File: src/rtl/ula_pkg.sv
// Shared definitions for the iterative ALU: MIPS funct codes, FSM state
// encoding, operation-class helpers and the mult/div counter sizing function.
// The divide class is present only when ULA_DIV_EN is defined.
package ula_pkg;

    typedef logic [5:0] funct_t;

    localparam funct_t FUNCT_ADD   = 6'd32;
    localparam funct_t FUNCT_ADDU  = 6'd33;
    localparam funct_t FUNCT_SUB   = 6'd34;
    localparam funct_t FUNCT_SUBU  = 6'd35;
    localparam funct_t FUNCT_AND   = 6'd36;
    localparam funct_t FUNCT_OR    = 6'd37;
    localparam funct_t FUNCT_XOR   = 6'd38;
    localparam funct_t FUNCT_NOR   = 6'd39;
    localparam funct_t FUNCT_SLT   = 6'd42;
    localparam funct_t FUNCT_SLTU  = 6'd43;
    localparam funct_t FUNCT_MULT  = 6'd24;
    localparam funct_t FUNCT_MULTU = 6'd25;
    localparam funct_t FUNCT_DIV   = 6'd26;
    localparam funct_t FUNCT_DIVU  = 6'd27;

    // Handshake FSM state type and encodings.
    typedef logic [1:0] ula_state_t;
    localparam ula_state_t ST_IDLE   = 2'd0;
    localparam ula_state_t ST_MULDIV = 2'd1;
    localparam ula_state_t ST_DONE   = 2'd2;

`ifdef ULA_DIV_EN
    localparam bit DIV_EN = 1'b1;
`else
    localparam bit DIV_EN = 1'b0;
`endif

    function automatic logic is_alu_op(input funct_t f);
        case (f)
            FUNCT_ADD, FUNCT_ADDU, FUNCT_SUB, FUNCT_SUBU,
            FUNCT_AND, FUNCT_OR, FUNCT_XOR, FUNCT_NOR,
            FUNCT_SLT, FUNCT_SLTU: return 1'b1;
            default:               return 1'b0;
        endcase
    endfunction

    function automatic logic is_mul_op(input funct_t f);
        return (f == FUNCT_MULT) || (f == FUNCT_MULTU);
    endfunction

    // Divide codes count as supported only when the divider is built.
    function automatic logic is_div_op(input funct_t f);
        return DIV_EN && ((f == FUNCT_DIV) || (f == FUNCT_DIVU));
    endfunction

    function automatic logic is_supported(input funct_t f);
        return is_alu_op(f) || is_mul_op(f) || is_div_op(f);
    endfunction

    // Bits needed to count 0..n-1, never less than one.
    function automatic int cnt_bits(input int n);
        int b;
        b = 1;
        while ((1 << b) < n) b++;
        return b;
    endfunction

endpackage

File: src/rtl/ula_iterative_if.sv
// Request/response bus of the iterative ALU. The requester drives the
// operands and consumes the result through the master modport; the ALU
// sits on the slave modport.
interface ula_iterative_if #(
    parameter int WIDTH = 32
);
    import ula_pkg::*;

    logic             in_valid;
    logic             in_ready;
    logic [WIDTH-1:0] inputA;
    logic [WIDTH-1:0] inputB;
    funct_t           operation;
    logic             out_valid;
    logic             out_ready;
    logic [WIDTH-1:0] outputLo;
    logic [WIDTH-1:0] outputHi;
    logic             div_by_zero;
    logic             illegal;

    modport master (
        output in_valid, inputA, inputB, operation, out_ready,
        input  in_ready, out_valid, outputLo, outputHi, div_by_zero, illegal
    );

    modport slave (
        input  in_valid, inputA, inputB, operation, out_ready,
        output in_ready, out_valid, outputLo, outputHi, div_by_zero, illegal
    );

endinterface

File: src/rtl/ula_muldiv_iter.sv
// Iterative multiply/divide engine. Signed operands are reduced to
// magnitudes at start, MD_STEPS unsigned iterations run (shift-add multiply
// or restoring divide), and the sign is reapplied on the way out. done is
// high during the last iteration and res_hi/res_lo then carry the final,
// sign-corrected result so the caller can register it on that same edge.
// The divide datapath exists only when ULA_DIV_EN is defined.
module ula_muldiv_iter
    import ula_pkg::*;
#(
    parameter int WIDTH    = 32,
    parameter int MD_STEPS = WIDTH
) (
    input  logic             clock,
    input  logic             reset,
    input  logic             start,
    input  logic             is_signed,
`ifdef ULA_DIV_EN
    input  logic             is_div,
`endif
    input  logic [WIDTH-1:0] op_a,
    input  logic [WIDTH-1:0] op_b,
    output logic             done,
    output logic [WIDTH-1:0] res_hi,
    output logic [WIDTH-1:0] res_lo
);

    localparam int                CNT_W     = cnt_bits(MD_STEPS);
    localparam logic [CNT_W-1:0]  LAST_STEP = CNT_W'(MD_STEPS - 1);

    logic             busy_q, busy_d;
    logic [CNT_W-1:0] count_q, count_d;
    logic [WIDTH-1:0] acc_hi_q, acc_hi_d;     // product high half / partial remainder
    logic [WIDTH-1:0] acc_lo_q, acc_lo_d;     // multiplier bits / quotient bits
    logic [WIDTH-1:0] oper_q, oper_d;         // multiplicand / divisor magnitude
    logic             neg_res_q, neg_res_d;   // negate product or quotient
`ifdef ULA_DIV_EN
    logic             is_div_q, is_div_d;
    logic             neg_rem_q, neg_rem_d;   // remainder follows dividend sign
    logic [WIDTH:0]   div_shift;
    logic [WIDTH:0]   div_diff;
`endif

    logic             a_neg, b_neg;
    logic [WIDTH-1:0] mag_a, mag_b;
    logic [WIDTH:0]   mul_sum;
    logic [WIDTH-1:0] step_hi, step_lo;
    logic [2*WIDTH-1:0] prod;

    assign a_neg = is_signed && op_a[WIDTH-1];
    assign b_neg = is_signed && op_b[WIDTH-1];
    assign mag_a = a_neg ? (WIDTH'(0) - op_a) : op_a;
    assign mag_b = b_neg ? (WIDTH'(0) - op_b) : op_b;
    assign done  = busy_q && (count_q == LAST_STEP);

    // One iteration of the datapath: shift-add for multiply, restoring step for divide.
    always_comb begin
        // NOTE: every signal written here gets a default first, so no path leaves it unassigned and no latch is inferred.
        mul_sum = {1'b0, acc_hi_q} + (acc_lo_q[0] ? {1'b0, oper_q} : '0);
        step_hi = mul_sum[WIDTH:1];
        step_lo = {mul_sum[0], acc_lo_q[WIDTH-1:1]};
`ifdef ULA_DIV_EN
        div_shift = {acc_hi_q, acc_lo_q[WIDTH-1]};
        div_diff  = div_shift - {1'b0, oper_q};
        if (is_div_q) begin
            if (!div_diff[WIDTH]) begin
                step_hi = div_diff[WIDTH-1:0];
                step_lo = {acc_lo_q[WIDTH-2:0], 1'b1};
            end else begin
                step_hi = div_shift[WIDTH-1:0];
                step_lo = {acc_lo_q[WIDTH-2:0], 1'b0};
            end
        end
`endif
    end

    // Sign correction of the value the final iteration produces.
    always_comb begin
        prod = {step_hi, step_lo};
        if (neg_res_q) prod = (2 * WIDTH)'(0) - prod;
        res_hi = prod[2*WIDTH-1:WIDTH];
        res_lo = prod[WIDTH-1:0];
`ifdef ULA_DIV_EN
        if (is_div_q) begin
            res_lo = neg_res_q ? (WIDTH'(0) - step_lo) : step_lo;
            res_hi = neg_rem_q ? (WIDTH'(0) - step_hi) : step_hi;
        end
`endif
    end

    // Next state: load magnitudes on start, iterate while busy, stop after the last step.
    always_comb begin
        busy_d    = busy_q;
        count_d   = count_q;
        acc_hi_d  = acc_hi_q;
        acc_lo_d  = acc_lo_q;
        oper_d    = oper_q;
        neg_res_d = neg_res_q;
`ifdef ULA_DIV_EN
        is_div_d  = is_div_q;
        neg_rem_d = neg_rem_q;
`endif
        if (start) begin
            busy_d    = 1'b1;
            count_d   = '0;
            acc_hi_d  = '0;
            acc_lo_d  = mag_a;
            oper_d    = mag_b;
            neg_res_d = a_neg ^ b_neg;
`ifdef ULA_DIV_EN
            is_div_d  = is_div;
            neg_rem_d = a_neg;
`endif
        end else if (busy_q) begin
            acc_hi_d = step_hi;
            acc_lo_d = step_lo;
            if (done) begin
                busy_d  = 1'b0;
                count_d = '0;
            end else begin
                count_d = count_q + 1'b1;
            end
        end
    end

    // Engine registers; a synchronous reset abandons any run in progress.
    always_ff @(posedge clock) begin
        // NOTE: non-blocking assignments make every flop sample pre-edge values, independent of block order.
        if (reset) begin
            busy_q    <= 1'b0;
            count_q   <= '0;
            acc_hi_q  <= '0;
            acc_lo_q  <= '0;
            oper_q    <= '0;
            neg_res_q <= 1'b0;
`ifdef ULA_DIV_EN
            is_div_q  <= 1'b0;
            neg_rem_q <= 1'b0;
`endif
        end else begin
            busy_q    <= busy_d;
            count_q   <= count_d;
            acc_hi_q  <= acc_hi_d;
            acc_lo_q  <= acc_lo_d;
            oper_q    <= oper_d;
            neg_res_q <= neg_res_d;
`ifdef ULA_DIV_EN
            is_div_q  <= is_div_d;
            neg_rem_q <= neg_rem_d;
`endif
        end
    end

endmodule

File: src/rtl/ula_iterative.sv
// Iterative MIPS-style ALU with valid/ready handshake on both sides.
// Single-cycle ops (add..sltu), illegal funct codes and divide-by-zero
// finish one cycle after acceptance; mult/div run WIDTH iterations in
// ula_muldiv_iter. Results are held in DONE until the consumer takes them,
// and a new request may be accepted in that same cycle.
// Build option: define ULA_DIV_EN to include div/divu; otherwise funct 26/27
// report illegal and div_by_zero is always 0.
module ula_iterative
    import ula_pkg::*;
#(
    parameter int WIDTH    = 32,
    parameter int MD_STEPS = WIDTH   // must equal WIDTH in this generation
) (
    input  logic           clock,
    input  logic           reset,
    ula_iterative_if.slave bus
);

    ula_state_t       state_q, state_d;
    logic [WIDTH-1:0] lo_q, lo_d;
    logic [WIDTH-1:0] hi_q, hi_d;
    logic             dbz_q, dbz_d;
    logic             ill_q, ill_d;

    logic             in_ready;
    logic             accept;
    logic             op_ok, op_mul, op_div, op_signed;
    logic [WIDTH-1:0] alu_res;
    logic             md_start, md_done;
    logic [WIDTH-1:0] md_hi, md_lo;

    assign in_ready  = (state_q == ST_IDLE) || ((state_q == ST_DONE) && bus.out_ready);
    assign accept    = bus.in_valid && in_ready;
    assign op_ok     = is_supported(bus.operation);
    assign op_mul    = is_mul_op(bus.operation);
    assign op_div    = is_div_op(bus.operation);
    assign op_signed = (bus.operation == FUNCT_MULT) || (bus.operation == FUNCT_DIV);

    assign bus.in_ready    = in_ready;
    assign bus.out_valid   = (state_q == ST_DONE);
    assign bus.outputLo    = lo_q;
    assign bus.outputHi    = hi_q;
    assign bus.div_by_zero = dbz_q;
    assign bus.illegal     = ill_q;

    // Single-cycle ALU on the live request; its result is registered on acceptance.
    always_comb begin
        alu_res = '0;
        case (bus.operation)
            FUNCT_ADD, FUNCT_ADDU: alu_res = bus.inputA + bus.inputB;
            FUNCT_SUB, FUNCT_SUBU: alu_res = bus.inputA - bus.inputB;
            FUNCT_AND:             alu_res = bus.inputA & bus.inputB;
            FUNCT_OR:              alu_res = bus.inputA | bus.inputB;
            FUNCT_XOR:             alu_res = bus.inputA ^ bus.inputB;
            FUNCT_NOR:             alu_res = ~(bus.inputA | bus.inputB);
            FUNCT_SLT:             alu_res = {{(WIDTH-1){1'b0}}, $signed(bus.inputA) < $signed(bus.inputB)};
            FUNCT_SLTU:            alu_res = {{(WIDTH-1){1'b0}}, bus.inputA < bus.inputB};
            default:               alu_res = '0;
        endcase
    end

    // Handshake FSM: retire the current state first, then let an acceptance override it.
    always_comb begin
        state_d  = state_q;
        lo_d     = lo_q;
        hi_d     = hi_q;
        dbz_d    = dbz_q;
        ill_d    = ill_q;
        md_start = 1'b0;

        case (state_q)
            ST_MULDIV: begin
                if (md_done) begin
                    state_d = ST_DONE;
                    lo_d    = md_lo;
                    hi_d    = md_hi;
                end
            end
            ST_DONE: begin
                if (bus.out_ready) state_d = ST_IDLE;
            end
            default: state_d = ST_IDLE;
        endcase

        if (accept) begin
            dbz_d = 1'b0;
            ill_d = 1'b0;
            if (!op_ok) begin
                state_d = ST_DONE;
                lo_d    = '0;
                hi_d    = '0;
                ill_d   = 1'b1;
            end else if (op_div && (bus.inputB == '0)) begin
                state_d = ST_DONE;
                lo_d    = '1;
                hi_d    = bus.inputA;
                dbz_d   = 1'b1;
            end else if (op_mul || op_div) begin
                state_d  = ST_MULDIV;
                md_start = 1'b1;
            end else begin
                state_d = ST_DONE;
                lo_d    = alu_res;
                hi_d    = '0;
            end
        end
    end

    // Control and result registers; reset discards any pending or presented result.
    always_ff @(posedge clock) begin
        if (reset) begin
            state_q <= ST_IDLE;
            lo_q    <= '0;
            hi_q    <= '0;
            dbz_q   <= 1'b0;
            ill_q   <= 1'b0;
        end else begin
            state_q <= state_d;
            lo_q    <= lo_d;
            hi_q    <= hi_d;
            dbz_q   <= dbz_d;
            ill_q   <= ill_d;
        end
    end

    ula_muldiv_iter #(
        .WIDTH    (WIDTH),
        .MD_STEPS (MD_STEPS)
    ) u_muldiv (
        .clock     (clock),
        .reset     (reset),
        .start     (md_start),
        .is_signed (op_signed),
`ifdef ULA_DIV_EN
        .is_div    (op_div),
`endif
        .op_a      (bus.inputA),
        .op_b      (bus.inputB),
        .done      (md_done),
        .res_hi    (md_hi),
        .res_lo    (md_lo)
    );

endmodule

File: src/flat_wrapper.sv
// flat-port wrapper written by rule: the top's interface ports become plain ports
module ula_iterative_flat import ula_pkg::*;
#(
    parameter int WIDTH    = 32,
    parameter int MD_STEPS = WIDTH                                         
)
  (clock, reset, bus_in_valid, bus_inputA, bus_inputB, bus_operation, bus_out_ready, bus_in_ready, bus_out_valid, bus_outputLo, bus_outputHi, bus_div_by_zero, bus_illegal);
  ula_iterative_if #(.WIDTH(WIDTH)) bus_i ();
  input  logic clock;
  input  logic reset;
  input wire logic [$bits(bus_i.in_valid)-1:0] bus_in_valid;
  input wire logic [$bits(bus_i.inputA)-1:0] bus_inputA;
  input wire logic [$bits(bus_i.inputB)-1:0] bus_inputB;
  input wire logic [$bits(bus_i.operation)-1:0] bus_operation;
  input wire logic [$bits(bus_i.out_ready)-1:0] bus_out_ready;
  output wire logic [$bits(bus_i.in_ready)-1:0] bus_in_ready;
  output wire logic [$bits(bus_i.out_valid)-1:0] bus_out_valid;
  output wire logic [$bits(bus_i.outputLo)-1:0] bus_outputLo;
  output wire logic [$bits(bus_i.outputHi)-1:0] bus_outputHi;
  output wire logic [$bits(bus_i.div_by_zero)-1:0] bus_div_by_zero;
  output wire logic [$bits(bus_i.illegal)-1:0] bus_illegal;
  assign bus_i.in_valid = bus_in_valid;
  assign bus_i.inputA = bus_inputA;
  assign bus_i.inputB = bus_inputB;
  assign bus_i.operation = bus_operation;
  assign bus_i.out_ready = bus_out_ready;
  assign bus_in_ready = bus_i.in_ready;
  assign bus_out_valid = bus_i.out_valid;
  assign bus_outputLo = bus_i.outputLo;
  assign bus_outputHi = bus_i.outputHi;
  assign bus_div_by_zero = bus_i.div_by_zero;
  assign bus_illegal = bus_i.illegal;
  ula_iterative #(.WIDTH(WIDTH), .MD_STEPS(MD_STEPS)) u_core (.clock(clock), .reset(reset), .bus(bus_i));
endmodule
File: config.mk
export PLATFORM = sky130hd
export DESIGN_NAME = ula_iterative_flat
export DESIGN_NICKNAME = d
export VERILOG_FILES = /design/src/rtl/ula_pkg.sv /design/src/rtl/ula_iterative_if.sv /design/src/rtl/ula_muldiv_iter.sv /design/src/rtl/ula_iterative.sv /design/src/flat_wrapper.sv
export SDC_FILE = /design/constraint.sdc
export NUM_CORES = 1
export LEC_CHECK = 0
export ABC_AREA = 1
export BUFFER_PORTS_ARGS = -buffer_cell sky130_fd_sc_hd__buf_2
export CAP_MARGIN = 10
export CORE_UTILIZATION = 37
export CTS_CLUSTER_SIZE = 30
export DETAILED_ROUTE_END_ITERATION = 10
export PLACE_DENSITY = 0.63
export SKIP_LAST_GASP = 1
export SLEW_MARGIN = 40
export SYNTH_ARGS = -nofsm -noshare
export SYNTH_HDL_FRONTEND = slang
export SYNTH_SLANG_ARGS = --single-unit
File: constraint.sdc
create_clock -name clock -period 5.65 [get_ports clock]
set_clock_uncertainty 0.05 [all_clocks]
set_input_delay 0.2825 -clock clock [delete_from_list [all_inputs] [get_ports clock]]
set_output_delay 0.2825 -clock clock [all_outputs]
set_load 0.005 [all_outputs]
Yosys cells after proc, flatten, opt, wreduce, memory -nomap -nowiden
Cells that the tools add are included.

operators by class
  reductions and logical operators = 16
  order comparisons = 2
  eq/ne operators = 18
  multipliers = 0
  muxes and demuxes = 32
  bitwise operators = 5
  shift operators = 0
  add/sub/neg operators = 7
  divide/modulo/power cells = 0

operator list
  cell                   number
  $mux 32                15
  $pmux 32 s8            1
  $lt 32x32->1           2
  $mux 64                1
  $sub 1x32->32 const A  2
  $sub 1x64->64 const A  1
  $eq 6x6->1 const B     10
  $add 32x32->33         1
  $add 32x32->32         1
  $and 32x32->32         1
  $not 32->32            1
  $or 32x32->32          1
  $sub 32x32->32         1
  $xor 32x32->32         1
  $eq 6x5->1 const B     3
  $mux 2                 5
  $reduce_or 10->1       1
  $mux 1                 8
  $reduce_or 2->1        3
  $add 5x1->5 const B    1
  $eq 5x5->1 const B     1
  $logic_and 1x1->1      5
  $mux 5                 1
  $logic_or 1x1->1       4
  9 further kinds        9

word-level totals
  memory bits (writable) = 0
  register bits after elaboration = 170
  bits in latches = 0
  memories = 0
  input bits = 74
  ROM bits = 0

Logic depth before layout (Yosys ltp)
Gate-level depths: netlist (run 1).

  depth in word-level cells = 9
  depth in mapped cells = 27
  depth with buffers taken out = 25

Modules after synthesis
From an unflattened synthesis (run 1), not the netlist that was laid out.

second synthesis, totals
  cells, all modules = 3,637
  area, all modules = 20,200.6 um^2

modules (own cells, without submodules)
  module           cells an instance  times used  area an instance (um^2)  sequential area each (um^2)
  ula_muldiv_iter  1,885              1           10,578.9                 2,062.0
  ula_iterative    1,752              1           9,621.7                  1,341.3

Worst setup path after synthesis (run 1)
No wires, ideal clock.

  path kind = reg-to-reg
  from = register u_core.u_muldiv.acc_lo_q[0]
  to = register u_core.hi_q[26] (netlist: u_core.bus.outputHi[26])
  path buffers = 2
  clock period less this slack = 3,057 ps
  setup slack = 2,593 ps
  library setup time = 114 ps
  stages on the path, launching flop included = 26
  data required time = 5,486 ps
  data arrival time = 2,894 ps
  cell sequence = dfxtp_1 > clkbuf_1 > clkbuf_1 > nand2_1 > inv_1 > ha_1 > inv_1 > fa_1 > inv_1 > nand3_1 > nand2_2 > nand2_1 > nand2_2 > nand2_1 > nand2_2 > nand2_2 > nor2_1 > nand2_1 > nor2_4 > nand2_1 > nand2_2 > nand2_1 > nand2_1 > nand2_1 > o21bai_1 > inv_1

between the ends
  longest elaborated chain between the ends = 9

ends and longest elaborated chain
  element                 line                    text
  start, declared         ula_muldiv_iter.sv:33   logic [WIDTH-1:0] acc_lo_q, acc_lo_d;
  start signal, assigned  ula_muldiv_iter.sv:143  acc_lo_q <= acc_lo_d;
  $mux 32 (*)             ula_muldiv_iter.sv:58   mul_sum = {1'b0, acc_hi_q} + (acc_lo_q[0] ? {1'b0, oper_q} : '0);
  $add 32x32->33 (*)      ula_muldiv_iter.sv:58
  $sub 1x64->64           ula_muldiv_iter.sv:79   if (neg_res_q) prod = (2 * WIDTH)'(0) - prod;
  $mux 64 (*)             ula_muldiv_iter.sv:79
  $mux 32 (*)             ula_iterative.sv:73     if (md_done) begin
  $mux 32 (*)             ula_iterative.sv:71     case (state_q)
  $mux 32                 ula_iterative.sv:98     end else if (op_mul || op_div) begin
  $mux 32                 ula_iterative.sv:88     if (!op_ok) begin
  $mux 32 (*)             ula_iterative.sv:85     if (accept) begin
  end signal, assigned    ula_iterative.sv:120    hi_q <= hi_d;
  end, declared           ula_iterative.sv:21     logic [WIDTH-1:0] hi_q, hi_d;

Every way passes the cells marked *; elsewhere a longest branch is shown, timed or not.
A chain may end at the register's enable or synchronous reset.

Worst setup path after layout (run 1)
Same ends and word-level chain as after synthesis.

==> impl_metrics.toml, run 1 <==
[detailed_routing]
wl_um = 73200
drc = 0
ant_nets = 0
drt_iter0_drc = 1853
via_per_inst = 5.45
first_pass_iters = 8
wl_per_cell_um = 19.5
vias = 20500

[critical_path]
cp.required_ns = 5.94
max_stage_delay_ns = 0.67
worstSetupPathType = "flop to flop"
startpoint_type = "flop"
path_cells = "nand2_1 -> inv_1 -> ha_1 -> inv_1 -> fa_1 -> inv_1 -> nand3_1 -> nand2_2 -> nand2_1 -> nand2_2 -> nand2_1 -> nand2_2 -> nand2_2 -> nor2_1 -> nand2_1 -> nor2_4 -> nand2_1 -> nand2_2 -> nand2_1 -> nand2_1 -> nand2_1 -> o21bai_1 -> inv_1"
critPathMostFrequentCell = "nand2_1"
cp_max_fo = 33
cpMaxStageDelayCell = "dfxtp_2"
crit_path_end_kind = "flop"
arrival_ns = 3.82

[clock_network]
post_cts_resize_count = 0
postCtsHoldBufs = 0
cts_setup_buffers = 0
clock-sinks = 170
cts_buffer_depth = 2
clock_latency_ns = 0.46
htreeDepth = 4
cts_made_buffers = 17
cts_tree = "done"
cts.clk_slew.worst_paths_ns = 0.07
root_buffer = "clkbuf_16"

[die]
rows = 80
die-area_um2 = 49400
chipHeight_um = 222
die_w_um = 222
initial_core_util = 0.376
core_region_area_um2 = 47700
pin_count = 142

[power]
p_int_w = 0.00203
p_leak_nw = 10.0
power_density_nw_per_um2 = 164
p_clk_frac = 0.365
switching_share = 0.372
comb_power_share = 0.259
ir_worst_vdd_mv = 0.243
switchingPower_w = 0.00121
power.share.sequential = 0.376

[sta]
worstMarginPinSlew_ns = 0.885
relSlewSlack = 0.404
slew_viol_final = 0
setup_violations = 0
finalSetupTns_ns = 0
hold_violations = 0
period_share = 0.625
rsz0062_at_grt = "no"
max_freq_ghz = 0.283
min_period_ns = 3.53

[finish]
drive_above_1_share = 0.0986
syn2layout_area_growth_pct = 10.1
final_cell_mix = "nand2_1, inv_1, nor2_1"
nFillCells = 5288
seq_area_um2 = 3410
nets = 3333
stdcell_count = 3752
final_common_cell = "nand2_1"
multi_input_area_um2 = 12300

[synth]
synthAdderAreaFrac = 0.0961
synth-compound-area-share = 0.209
synth_area_per_cell_um2 = 5.88
seq_area_frac_synth = 0.190
synth_edf_count = 0
syn-instance-count = 3054
synthTopCellsByArea = "dfxtp_1, nand2_1, inv_1"
yosysTopAreaCellShare = 0.190
synth_top_family_by_area = "simple AND/OR/NAND/NOR gates"
yosys_register_bits = 170
syn-num-nets = 3264
synthSimpleGateAreaFrac = 0.346
synth_warnings = 0
ys.flop_type = "dfxtp_1"
syn_area_um2 = 17900
async_flop_share = 0
synth-xor-area-share = 0.0303
ys_types = 62
synth_area_leader_cell = "dfxtp_1"
synthMuxAreaShare = 0.000558

[global_routing]
overflow = 0
first_global_vias = 18800
grt_usage = 0.292
grt_pass1_wl_um = 111000
antenna_found_initial = 1
grt_max_degree = 95

[run]
maxCapViolCount = 0

[worst_hold_path]
hp-class = "input port to flop"

[place]
placed_cells = 3719
hpwlAfterDp_um = 58200
gp_congestion = 1.03
port_buffers = 140

[outcome]
status = "completed"
critical path, delay by kind of cell, from the launching register on:
kind	cells	cell delay [ns]
simple gates	16	1.60
flops	1	0.67
fa+ha+maj	2	0.62
buf+inv	4	0.30
compound gates	1	0.17
sequential cells by signal, indices dropped and copies added (netlist names):
signal / count
u_core.bus.outputLo: 32
u_core.u_muldiv.busy_q: 1
u_core.u_muldiv.count_q: 5
u_core.state_q: 2
u_core.bus.illegal: 1
u_core.u_muldiv.acc_lo_q: 32
u_core.u_muldiv.acc_hi_q: 32
u_core.u_muldiv.oper_q: 32
u_core.u_muldiv.neg_res_q: 1
u_core.bus.outputHi: 32
kinds of logic (layout without fill, tap and decap cells):
family | count (synthesis) | in the layout
xor+xnor | 62 | 62
other cells | 1 | 3
mux | 1 | 1
flops | 170 | 170
fa+ha+maj | 136 | 136
buf+inv | 603 | 684
simple gates | 1443 | 1443
compound gates | 638 | 638
per-stage QoR:
stage               utilization  hold WS, ns  area (um2)  power (W)  setup WS [ns]
floorplan                     -        0.367       17900    0.00175           2.59
global placement          0.401        0.392       19100    0.00206           1.93
detailed placement        0.402        0.396       19200    0.00205           2.23
CTS                       0.413        0.126       19700    0.00323           2.16
global route              0.414        0.156       19700    0.00336           1.79
finish                    0.414        0.158       19800    0.00324           2.12
synthesized netlist by cell type (all sizes together) (17+ instances only):
master	instances
nand2	810
inv	493
nor2	314
o21ai	250
a21oi	198
nand3	192
dfxtp	170
ha	133
clkbuf	80
xor2	55
nor3	49
o211ai	49
nand4	33
buf	28
a221oi	27
o22ai	21
nand3b	17
o221ai	17
final timing paths:
path	from	to	depth (start not counted)	slack, ns
setup / recovery	u_core.u_muldiv.acc_lo_q[0]$_SDFFE_PP0P_	u_core.bus.outputHi[26]$_SDFF_PP0_	23	2.12
hold / removal	bus_inputB[23]	u_core.u_muldiv.oper_q[23]$_SDFFE_PP0P_	3	0.16
setup reg to reg	u_core.u_muldiv.acc_lo_q[0]$_SDFFE_PP0P_	u_core.bus.outputHi[26]$_SDFF_PP0_	23	2.12
hold reg to reg	u_core.u_muldiv.oper_q[26]$_SDFFE_PP0P_	u_core.u_muldiv.oper_q[26]$_SDFFE_PP0P_	2	0.41
layer usage:
layer | track usage | vias up | wire length (um)
met3 | 0.0313 | 186 | 4540
met1 | 0.360 | 9318 | 30200
met4 | 0.209 | 2 | 5670
met5 | 0 | - | 16
met2 | 0.474 | 861 | 32800
li1 | - | 10100 | -
area by class of cell:
cell class	instances	area share
antenna	2	0.000253
tap	615	0.0390
inverter	495	0.0941
multi-input combinational	2281	0.623
sequential	170	0.172
clock buffer	18	0.0222
timing repair buffer	158	0.0430
clock inverter	13	0.00646
power groups by stage:
stage          registers, W  clock network (W)  logic [W]
4_1_cts             0.00122            0.00120   0.000813
6_report            0.00122            0.00118   0.000839
3_5_place_dp        0.00124                  0   0.000810
3_3_place_gp        0.00124                  0   0.000814
2_1_floorplan       0.00124                  0   0.000513
5_1_grt             0.00122            0.00124   0.000904
(Power assumes the default switching activity.)
==> run 2, diff against run 1 <==
--- a/config.mk
+++ b/config.mk
@@ -11,7 +11,7 @@
 export CORE_UTILIZATION = 37
 export CTS_CLUSTER_SIZE = 30
 export DETAILED_ROUTE_END_ITERATION = 10
-export PLACE_DENSITY = 0.63
+export PLACE_DENSITY = 0.65
 export SKIP_LAST_GASP = 1
 export SLEW_MARGIN = 40
 export SYNTH_ARGS = -nofsm -noshare
==> constraint.sdc (replaced) <==
create_clock -name clock -period 3.1 [get_ports clock]
set_clock_uncertainty 0.05 [all_clocks]
set_input_delay 0.155 -clock clock [delete_from_list [all_inputs] [get_ports clock]]
set_output_delay 0.155 -clock clock [all_outputs]
set_load 0.005 [all_outputs]
==> impl_metrics.toml, run 2 (synthesis gave the netlist of run 1 again) <==
[outcome]
status = "completed"

[sta]
max_freq_ghz = 0.343
relSlewSlack = 0.408
hold_violations = 0
worstMarginPinSlew_ns = 0.886
period_share = 0.940
whs_ns = 0.00914
finalSetupTns_ns = 0
setup_violations = 0
rsz0062_at_grt = "yes"
slew_viol_final = 0
min_period_ns = 2.91

[critical_path]
reg2reg_from = "u_core.u_muldiv.acc_lo_q[0]$_SDFFE_PP0P_"
arrival_ns = 3.22
cpMaxStageDelayCell = "ha_2"
path_cells = "clkbuf_16 -> nand2_1 -> inv_1 -> ha_2 -> nand2_1 -> inv_1 -> nand2_1 -> nor2_2 -> nand3_1 -> nand3_1 -> nand2_1 -> nand2_2 -> nand2_1 -> nor2_2 -> nand3_2 -> nand2_2 -> nand2_1 -> nand2_1 -> nand3_1 -> nand2_1 -> inv_1"
rr_worst_depth = 21
crit_family = "simple AND/OR/NAND/NOR gates"
critPathBufInv = 4
path_depth = 21
max_stage_delay_ns = 0.39
critPathMostFrequentCell = "nand2_1"
cp_max_fo = 16
startpoint_type = "flop"
cp.required_ns = 3.41
worstSetupPathType = "flop to flop"
timing.critical_path.from = "u_core.u_muldiv.acc_lo_q[0]$_SDFFE_PP0P_"
crit_path_end_kind = "flop"

[finish]
final_cell_mix = "nand2_1, inv_1, nor2_1"
final_common_cell = "nand2_1"
multi_input_area_um2 = 12600
fin_area_um2 = 20900
stdcell_count = 3857
nFillCells = 5193
nets = 3439
drive_above_1_share = 0.150
antenna_cells = 0
syn2layout_area_growth_pct = 16.4
seq_area_um2 = 3410

[global_routing]
grt_pass1_wl_um = 113000
grt_usage = 0.300
grt_max_degree = 64
antenna_found_initial = 1
overflow = 0
first_global_vias = 19600

[die]
initial_core_util = 0.376
die-area_um2 = 49400
die_w_um = 222
core_region_area_um2 = 47700
rows = 80
pin_count = 142
chipHeight_um = 222

[run]
maxCapViolCount = 0

[power]
p_leak_nw = 10.6
ir_worst_vdd_mv = 0.557
power_density_nw_per_um2 = 291
p_int_w = 0.00380
p_clk_frac = 0.358
switchingPower_w = 0.00229
comb_power_share = 0.278
fin_total_pwr_w = 0.00609
power.share.sequential = 0.364
switching_share = 0.375

[worst_hold_path]
worstHoldStart = "bus_out_ready"
hold_depth = 4
hp-class = "input port to flop"

[detailed_routing]
ant_nets = 0
wl_per_cell_um = 19.5
vias = 20900
wl_um = 75400
drt_iter0_drc = 1871
via_per_inst = 5.42
first_pass_iters = 6
drc = 0

[clock_network]
root_buffer = "clkbuf_16"
cts_buffer_depth = 2
cts_tree = "done"
postCtsHoldBufs = 0
clock_latency_ns = 0.47
htreeDepth = 4
cts.clk_slew.worst_paths_ns = 0.08
clock-sinks = 170
cts_made_buffers = 17

[place]
gp_congestion = 1.04
placed_cells = 3820
placed_cell_area_um2 = 20000
hpwlAfterDp_um = 60600
port_buffers = 140
[run 2: changes by cell type in the layout (fill, tap and decap cells not counted), moves of 4 or more]
cell and delta:
buf_4 +102, nand2_1 -22, nor2_1 -19, nand2_2 +18, ha_1 -17, nor2_2 +17
ha_2 +11, ha_4 +6, buf_12 +5, nand3_1 -5, nand3_2 +5, inv_6 -4
nand2_4 +4
[run 2: timing repair]
action                                  4_1_cts  5_1_grt
setup buffers                                 0        4
endpoints found under the setup margin        0       19
gates resized for setup                       0       85
[run 2: power groups by stage]
stage,clock network (W),registers (W),logic (W)
after floorplan,0,0.00226,0.000935
after global placement,0,0.00227,0.00161
after detailed placement,0,0.00227,0.00160
after CTS,0.00220,0.00222,0.00161
after global routing,0.00229,0.00222,0.00181
final,0.00218,0.00222,0.00169
[run 2: final timing paths]
path / endpoint / slack (ns)
worst max-delay path: u_core.bus.outputHi[30]$_SDFF_PP0_ / 0.19
worst max register to register: u_core.bus.outputHi[30]$_SDFF_PP0_ / 0.19
worst min register to register: u_core.u_muldiv.oper_q[20]$_SDFFE_PP0P_ / 0.41
worst min-delay path: u_core.state_q[1]$_SDFFE_PP0P_ / 0.009
[run 2: worst register-to-register path, stage by stage, from the launching register on]
cell and delay [ns]:
dfxtp_4 0.37, clkbuf_16 0.17, nand2_1 0.07, inv_1 0.05, ha_2 0.39, nand2_1 0.11, inv_1 0.08, nand2_1 0.11
nor2_2 0.18, nand3_1 0.12, nand3_1 0.10, nand2_1 0.06, nand2_2 0.13, nand2_1 0.11, nor2_2 0.15, nand3_2 0.11
nand2_2 0.09, nand2_1 0.06, nand2_1 0.07, nand3_1 0.09, nand2_1 0.09, inv_1 0.04
[run 2: cell type report]
| class | instances | area share |
|---|---|---|
| Clock buffer | 17 | 0.0204 |
| Tap cell | 615 | 0.0368 |
| Inverter | 495 | 0.0889 |
| Multi-Input combinational cell | 2281 | 0.602 |
| Timing Repair Buffer | 264 | 0.0819 |
| Sequential cell | 170 | 0.163 |
| Clock inverter | 15 | 0.00725 |
[run 2: per-stage QoR]
step | setup slack (ns) | utilization
after floorplan | 0.0426 | -
after global placement | 0.142 | 0.418
after detailed placement | 0.133 | 0.418
after CTS | 0.0216 | 0.430
after global routing | -0.0287 | 0.438
final | 0.186 | 0.438
[run 2: layer usage]
metal / vias up / track usage / routed length [um]
met3: 216 / 0.0405 / 4980
li1: 10300 / - / -
met4: 2 / 0.227 / 6250
met5: - / 0 / 13
met2: 891 / 0.481 / 33300
met1: 9498 / 0.366 / 30800
